$ cat src/rtl/mod_n_updown_counter.sv
// Modulo-N up/down counter with a runtime-programmable modulus, synchronous
// clear and load, and a combinational terminal count for cascading stages.
// All count arithmetic is carried one bit wider than q, so N = 2**WIDTH works
// and the counter wraps at all ones without overflow.
module mod_n_updown_counter #(
  parameter int WIDTH   = 4,
  parameter int MODULUS = 12
) (
  input  logic             clk,
  input  logic             reset,
  input  logic             en,
  input  logic             up,
  input  logic             clr,
  input  logic             load,
  input  logic [WIDTH-1:0] d,
  input  logic             set_mod,
  input  logic [WIDTH:0]   mod_n,
  output logic [WIDTH-1:0] q,
  output logic             tc,
  output logic             co,
  output logic [WIDTH:0]   modulus,
  output logic             err
);

  localparam logic [WIDTH:0] ONE     = (WIDTH+1)'(1);
  localparam logic [WIDTH:0] MIN_MOD = (WIDTH+1)'(2);
  localparam logic [WIDTH:0] MAX_MOD = ONE << WIDTH;
  localparam logic [WIDTH:0] RST_MOD = (WIDTH+1)'(MODULUS);

  logic [WIDTH:0]   q_ext;
  logic [WIDTH:0]   top;
  logic             at_top;
  logic             at_zero;

  logic [WIDTH:0]   q_op;
  logic             load_bad;
  logic             count_wrap;

  logic             mod_req;
  logic             mod_ok;
  logic             mod_take;
  logic             mod_bad;
  logic             force_zero;

  logic [WIDTH-1:0] q_nxt;
  logic [WIDTH:0]   mod_nxt;
  logic             co_nxt;
  logic             err_nxt;

  assign q_ext   = {1'b0, q};
  assign top     = modulus - ONE;
  assign at_top  = (q_ext == top);
  assign at_zero = (q_ext == '0);

  // Terminal count is purely combinational so a chained upper stage advances
  // on the very same edge as the lower stage wraps.
  assign tc = en & (up ? at_top : at_zero);

  // Count operation against the currently active modulus: clear beats load,
  // load beats counting, otherwise hold. A wrap only counts as a carry when
  // it came from an actual count step.
  always_comb begin
    q_op       = q_ext;
    load_bad   = 1'b0;
    count_wrap = 1'b0;
    if (clr) begin
      q_op = '0;
    end else if (load) begin
      if ({1'b0, d} < modulus) begin
        q_op = {1'b0, d};
      end else begin
        q_op     = '0;
        load_bad = 1'b1;
      end
    end else if (en) begin
      if (up) begin
        q_op = at_top ? '0 : (q_ext + ONE);
      end else begin
        q_op = at_zero ? top : (q_ext - ONE);
      end
      count_wrap = tc;
    end
  end

  // Modulus update. Disabling the stage freezes the modulus too, so a
  // request only takes part while en is high. If the freshly computed count
  // does not fit the new modulus it is pulled back to zero, and that edge is
  // not reported as a carry.
  always_comb begin
    mod_req    = set_mod & en;
    mod_ok     = (mod_n >= MIN_MOD) && (mod_n <= MAX_MOD);
    mod_take   = mod_req & mod_ok;
    mod_bad    = mod_req & ~mod_ok;
    force_zero = mod_take && (q_op >= mod_n);
    q_nxt      = force_zero ? '0 : q_op[WIDTH-1:0];
    mod_nxt    = mod_take ? mod_n : modulus;
    co_nxt     = count_wrap & ~force_zero;
    err_nxt    = load_bad | mod_bad;
  end

  // State register; reset drops any pending operation and restores the
  // build-time modulus.
  always_ff @(posedge clk or posedge reset) begin
    if (reset) begin
      q       <= '0;
      modulus <= RST_MOD;
      co      <= 1'b0;
      err     <= 1'b0;
    end else begin
      q       <= q_nxt;
      modulus <= mod_nxt;
      co      <= co_nxt;
      err     <= err_nxt;
    end
  end

endmodule

$ cat config.mk
export PLATFORM = sky130hd
export DESIGN_NAME = mod_n_updown_counter
export DESIGN_NICKNAME = d
export VERILOG_FILES = /design/src/rtl/mod_n_updown_counter.sv
export SDC_FILE = /design/constraint.sdc
export NUM_CORES = 1
export LEC_CHECK = 0
export CAP_MARGIN = 20
export CORE_AREA = 2 2 48 84
export CTS_BUF_LIST = sky130_fd_sc_hd__clkbuf_8 sky130_fd_sc_hd__clkbuf_16
export CTS_CLUSTER_DIAMETER = 30
export CTS_CLUSTER_SIZE = 8
export DETAILED_ROUTE_END_ITERATION = 7
export DIE_AREA = 0 0 50 86
export PLACE_DENSITY = 0.68
export SYNTH_ARGS = -nofsm -noshare
export SYNTH_HDL_FRONTEND = slang
export SYNTH_SLANG_ARGS = --single-unit
$ cat constraint.sdc
create_clock -name clk -period 5.9 [get_ports clk]
set_input_delay 1.18 -clock clk [delete_from_list [all_inputs] [get_ports clk]]
set_output_delay 1.18 -clock clk [all_outputs]
set_load 0.02 [all_outputs]
After elaboration in Yosys (flattened, before gate mapping)
Index checks and enable logic that the tools add are counted.
Operators by class
  $add $sub $neg: 3
  $mul: 0
  div/mod/pow operators: 0
  magnitude comparators: 4
  eq/ne operators: 1
  shift-type cells: 0
  muxes and demuxes: 15
  bitwise gates (word level): 8
  reduce and logical (&&, ||, !) cells: 3
Operator list (count)
  $mux W5: 6
  $mux W4: 2
  $mux W1: 7
  $add A4 B1 Y5 const B: 1
  $and A1 B1 Y1: 5
  $eq A4 B5 Y1: 1
  $ge A5 B2 Y1 const B: 1
  $ge A5 B5 Y1: 1
  $le A5 B5 Y1 const B: 1
  $logic_not A5 Y1: 1
  $lt A4 B5 Y1: 1
  $sub A4 B1 Y5 const B: 1
  $sub A5 B1 Y5 const B: 1
  $logic_and A1 B1 Y1: 2
  $not A1 Y1: 2
  $or A1 B1 Y1: 1
Storage, ports and cells
  register bits: 11
  latch bits: 0
  bits in writable memories: 0
  memory bits (read-only): 0
  input bits: 16
  output and inout bits: 12
  logic and storage cells: 38
  memories: 0

Depth between registers and ports, before layout
  depth after elaboration: 11
  mapped depth: 14
  gate-level depth less buffers: 13

Worst setup path before layout
Ideal clock, no wire load.
  path kind: input to register
  start point: input up
  end point: register co
  setup time: 67 ps
  data arrival time: 3500 ps
  data required time: 5833 ps
  path slack: 2334 ps
  stages on the path: 12
  buffers on the path: 1
  cells stage by stage: buf_2 -> or4b_4 -> mux2i_1 -> a211oi_1 -> a311oi_2 -> nand2b_1 -> ha_1 -> nand2b_1 -> a211o_1 -> o211ai_1 -> a211oi_4 -> and3b_1
Between the ends
  cells in the longest elaborated chain, start to end: 8
  elaborated cells on any way between the ends: 13
  classes of those cells: order compare (1); mux (8); bitwise (3); reduce/logical (1)
Ends and longest elaborated chain
  from (decl): RTL line 12  | input logic up,
  $mux W5: RTL line 76  | if (up) begin
  $mux W5: RTL line 75  | end else if (en) begin
  $mux W5: RTL line 68  | end else if (load) begin
  $mux W5: RTL line 66  | if (clr) begin
  $ge A5 B5 Y1: RTL line 94  | force_zero = mod_take && (q_op >= mod_n);
  $logic_and A1 B1 Y1: RTL line 94
  $not A1 Y1: RTL line 97  | co_nxt = count_wrap & ~force_zero;
  $and A1 B1 Y1 *: RTL line 97
  net co_nxt: RTL line 47  | logic co_nxt;
  to (signal assigned): RTL line 112  | co <= co_nxt;
  to (decl): RTL line 20  | output logic co,
Mark *: on every way through the listed nets, which the timed path passes. The rest lies on a longest branch.
A chain may end at the register's enable or synchronous reset.

Worst setup path in the final report
  start point: input up
  end point: output tc
Between the ends
  cells in the longest elaborated chain, start to end: 2
Ends and longest elaborated chain
  $mux W1: RTL line 57  | assign tc = en & (up ? at_top : at_zero);
  $and A1 B1 Y1: RTL line 57
  to (decl): RTL line 19  | output logic tc,
No other way between the ends.

==> results.txt <==
Total track usage = 16.1%
Final hold vios = 0
Detailed Route WL = 3340 um
Worst Path Max Fanout = 9
Cells after Synth = 144
Vias in the first global route = 1123
I/O Pins = 28
Max capacitance violation total = 0
Detailed-route wire length per cell = 15.7 um
Setup_tns = 0 ps
Yosys cell types = 47
Routed met3 length = 104 um
Maximum vdd ir drop = 0.131 mV
DR vias/cell = 5.49
FFs w/ async S/R, synth = 100%
Fmax = 229 MHz
Max_slew headroom = 65.4%
Tmin final = 4360 ps
Sw power = 137 uW
Cts repair resizes = 0
Largest net degree at the start of global routing = 14
Share of layout cells above drive strength 1 = 10.2%
Worst-Skew Late Latency = 230 ps
Hold path start = modulus[3]$_DFFE_PP1P_
Worst Setup SP = up
Final Setup Violations = 0
CORE AREA = 3590 um2
RSZ-0062 raised after global routing = no
Pwr Density = 229 nW/um2
CP startpoint kind = input port
Worst-case clock buffer depth = 2
RD Place Congestion = 0.930
Slew Limit Fails = 0
Logic pwr share = 48.0%
DRT met1 WL = 1160 um
Cell-internal power = 217 uW
Pre-Repair DR Iteration Count = 4
Ys Warns = 0
Syn nets = 171
CTS buffer count = 3
Leakage power = 0.000655 uW
Status = complete, no violations
Post-DP HPWL = 2830 um
Hold slack = 540 ps
Post-CTS Hold Buffers = 0
GR Overflow Total = 0
Root Driver = clkbuf_8
Port bufs = 27
# fillers = 354
Reg clk slew, reported paths = 40 ps
DR DRC count = 0
Diode count = 0
FF+latch count, synth = 11
Placed cell count = 209
Register area share after synthesis = 22.7%
Hold Crit Class = flop to flop
Vert. Die Dim = 86 um
Setup Buffers After CTS = 0
Clock sink count = 11
Sw frac = 38.6%
Met2 Wirelength = 1960 um
Die area = 4300 um2
# rows = 29
Max layer used = met4
CTS tree = built
Nets@finish = 195
Clock power frac = 19.8%
CP Capture Type = primary output
Area of the mapped netlist = 1220 um2
Critical path data required time = 4720 ps
Final WS setup = 1540 ps
Initial detailed-routing violation count = 19
Tcrit/Tclk final = 74.0%
Number of synthesized flops with an enable pin = 0
Number of H-tree levels = 1
Crit path DAT = 3180 ps
Area Overhead vs Synth = 26.1%
Final Power = 354 uW
Clock Skew = 5.25 ps
Multi-input gate area = 840 um2
Die Width = 50 um
Sequential Area = 278 um2
Ys flop type = dfrtp_1
Sequential fraction of design power = 32.2%
Final ANT Viol Nets = 0
Non-filler cells, final = 213
Initial antenna violation count = 0
Worst slew pin tran = 519 ps
R2R Path Start = modulus[0]$_DFFE_PP0P_
First-pass GRT wire length = 5360 um
DP Worst Slack = 1550 ps
Setup Crit Path Kind = input port to primary output
Initial Util = 34.1%
Syn avg cell area = 8.50 um2
Via count = 1169
## flip-flops by register name, indices dropped and copies added (netlist names)
register and count:
modulus 5, q 4, co 1, err 1
## per-layer routing
| layer | global-route usage [%] | up-vias |
|---|---|---|
| li1 | - | 568 |
| met1 | 15.7 | 561 |
| met2 | 31.7 | 34 |
| met3 | 1.74 | 6 |
| met4 | 8.08 | 0 |
| met5 | 0 | - |
## worst paths after layout
path | slack [ps] | cells after the start | endpoint
worst max-delay path | 1540 | 5 | tc
worst min-delay path | 540 | 2 | modulus[3]$_DFFE_PP1P_
worst max register to register | 2340 | 13 | co$_DFF_PP0_
worst min register to register | 540 | 2 | modulus[3]$_DFFE_PP1P_
max in group asynchronous | 4340 | 2 | modulus[3]$_DFFE_PP1P_
min in group asynchronous | 1230 | 2 | err$_DFF_PP0_
## power by group through the flow
stage,sequential [uW],clock (uW),combinational (uW)
3_5_place_dp,115,0,170
3_3_place_gp,114,0,164
4_1_cts,114,71.9,171
2_1_floorplan,112,0,113
6_report,114,70.0,170
5_1_grt,116,78.9,185
## cell usage after synthesis (2+ instances only)
| master | number | share of area [%] |
|---|---|---|
| a31oi_1 | 4 | 2.0 |
| o211ai_1 | 4 | 2.5 |
| nor3b_1 | 2 | 1.2 |
| o2111ai_1 | 2 | 1.4 |
| buf_2 | 4 | 1.6 |
| and3_1 | 2 | 1.0 |
| buf_6 | 2 | 1.8 |
| mux2_2 | 3 | 2.8 |
| xnor2_1 | 2 | 1.4 |
| ha_1 | 11 | 11 |
| nor3_1 | 6 | 2.5 |
| or4_1 | 2 | 1.2 |
| o31ai_1 | 2 | 1.2 |
| nand2_1 | 8 | 2.5 |
| nor2_1 | 12 | 3.7 |
| a211oi_1 | 2 | 1.2 |
| nand2b_1 | 5 | 2.6 |
| dfrtp_1 | 9 | 18 |
| nor2b_1 | 2 | 1.0 |
| dfstp_2 | 2 | 4.3 |
| o21ai_0 | 13 | 5.3 |
| xor2_1 | 3 | 2.1 |
| inv_1 | 14 | 4.3 |
| nand3_1 | 2 | 0.82 |
| a21oi_1 | 4 | 1.6 |
## placed cells by master (no fill, tap or decap), types with 3 or more instances in the layout
cell type and n:
nand2b_1 5, o21ai_0 13, o211ai_1 4, ha_1 11, clkdlybuf4s50_1 27, a31oi_1 4
dfrtp_1 9, nor3_1 6, clkbuf_8 3, inv_1 15, mux2_2 3, a21oi_1 4
nor2_1 12, xor2_1 3, nand2_1 8
## through the flow
step | utilization [%] | area [um2]
after floorplan | - | 1220
after global placement | 41.7 | 1500
after detailed placement | 41.7 | 1500
after CTS | 42.9 | 1540
after global routing | 42.9 | 1540
final | 42.9 | 1540
## area by class of cell
type,count,area share (%)
multi-input cells,111,54.4
clock inverters,1,0.243
repair buffers,27,17.5
inverters,14,3.41
clock buffers,3,2.68
flip-flops and latches,11,18.0
well taps,46,3.73
## cells by family after synthesis
logic type                 after synthesis  synth area share [%]
AOI/OAI and AO/OA                       39                  23.0
and+or+nand+nor                         50                  23.5
DFF                                     11                  22.7
adders and majority gates               11                  11.2
muxes                                    5                  5.42
xor gates and xnor gates                 6                  5.42
buffers and inverters                   22                  8.69
## worst max-delay path: stages
cell and delay, ps:
clkdlybuf4s50_1 570, or4b_4 560, o21ai_0 120, and2_1 160
clkdlybuf4s50_1 590
Power figures use the tool's default switching activity.
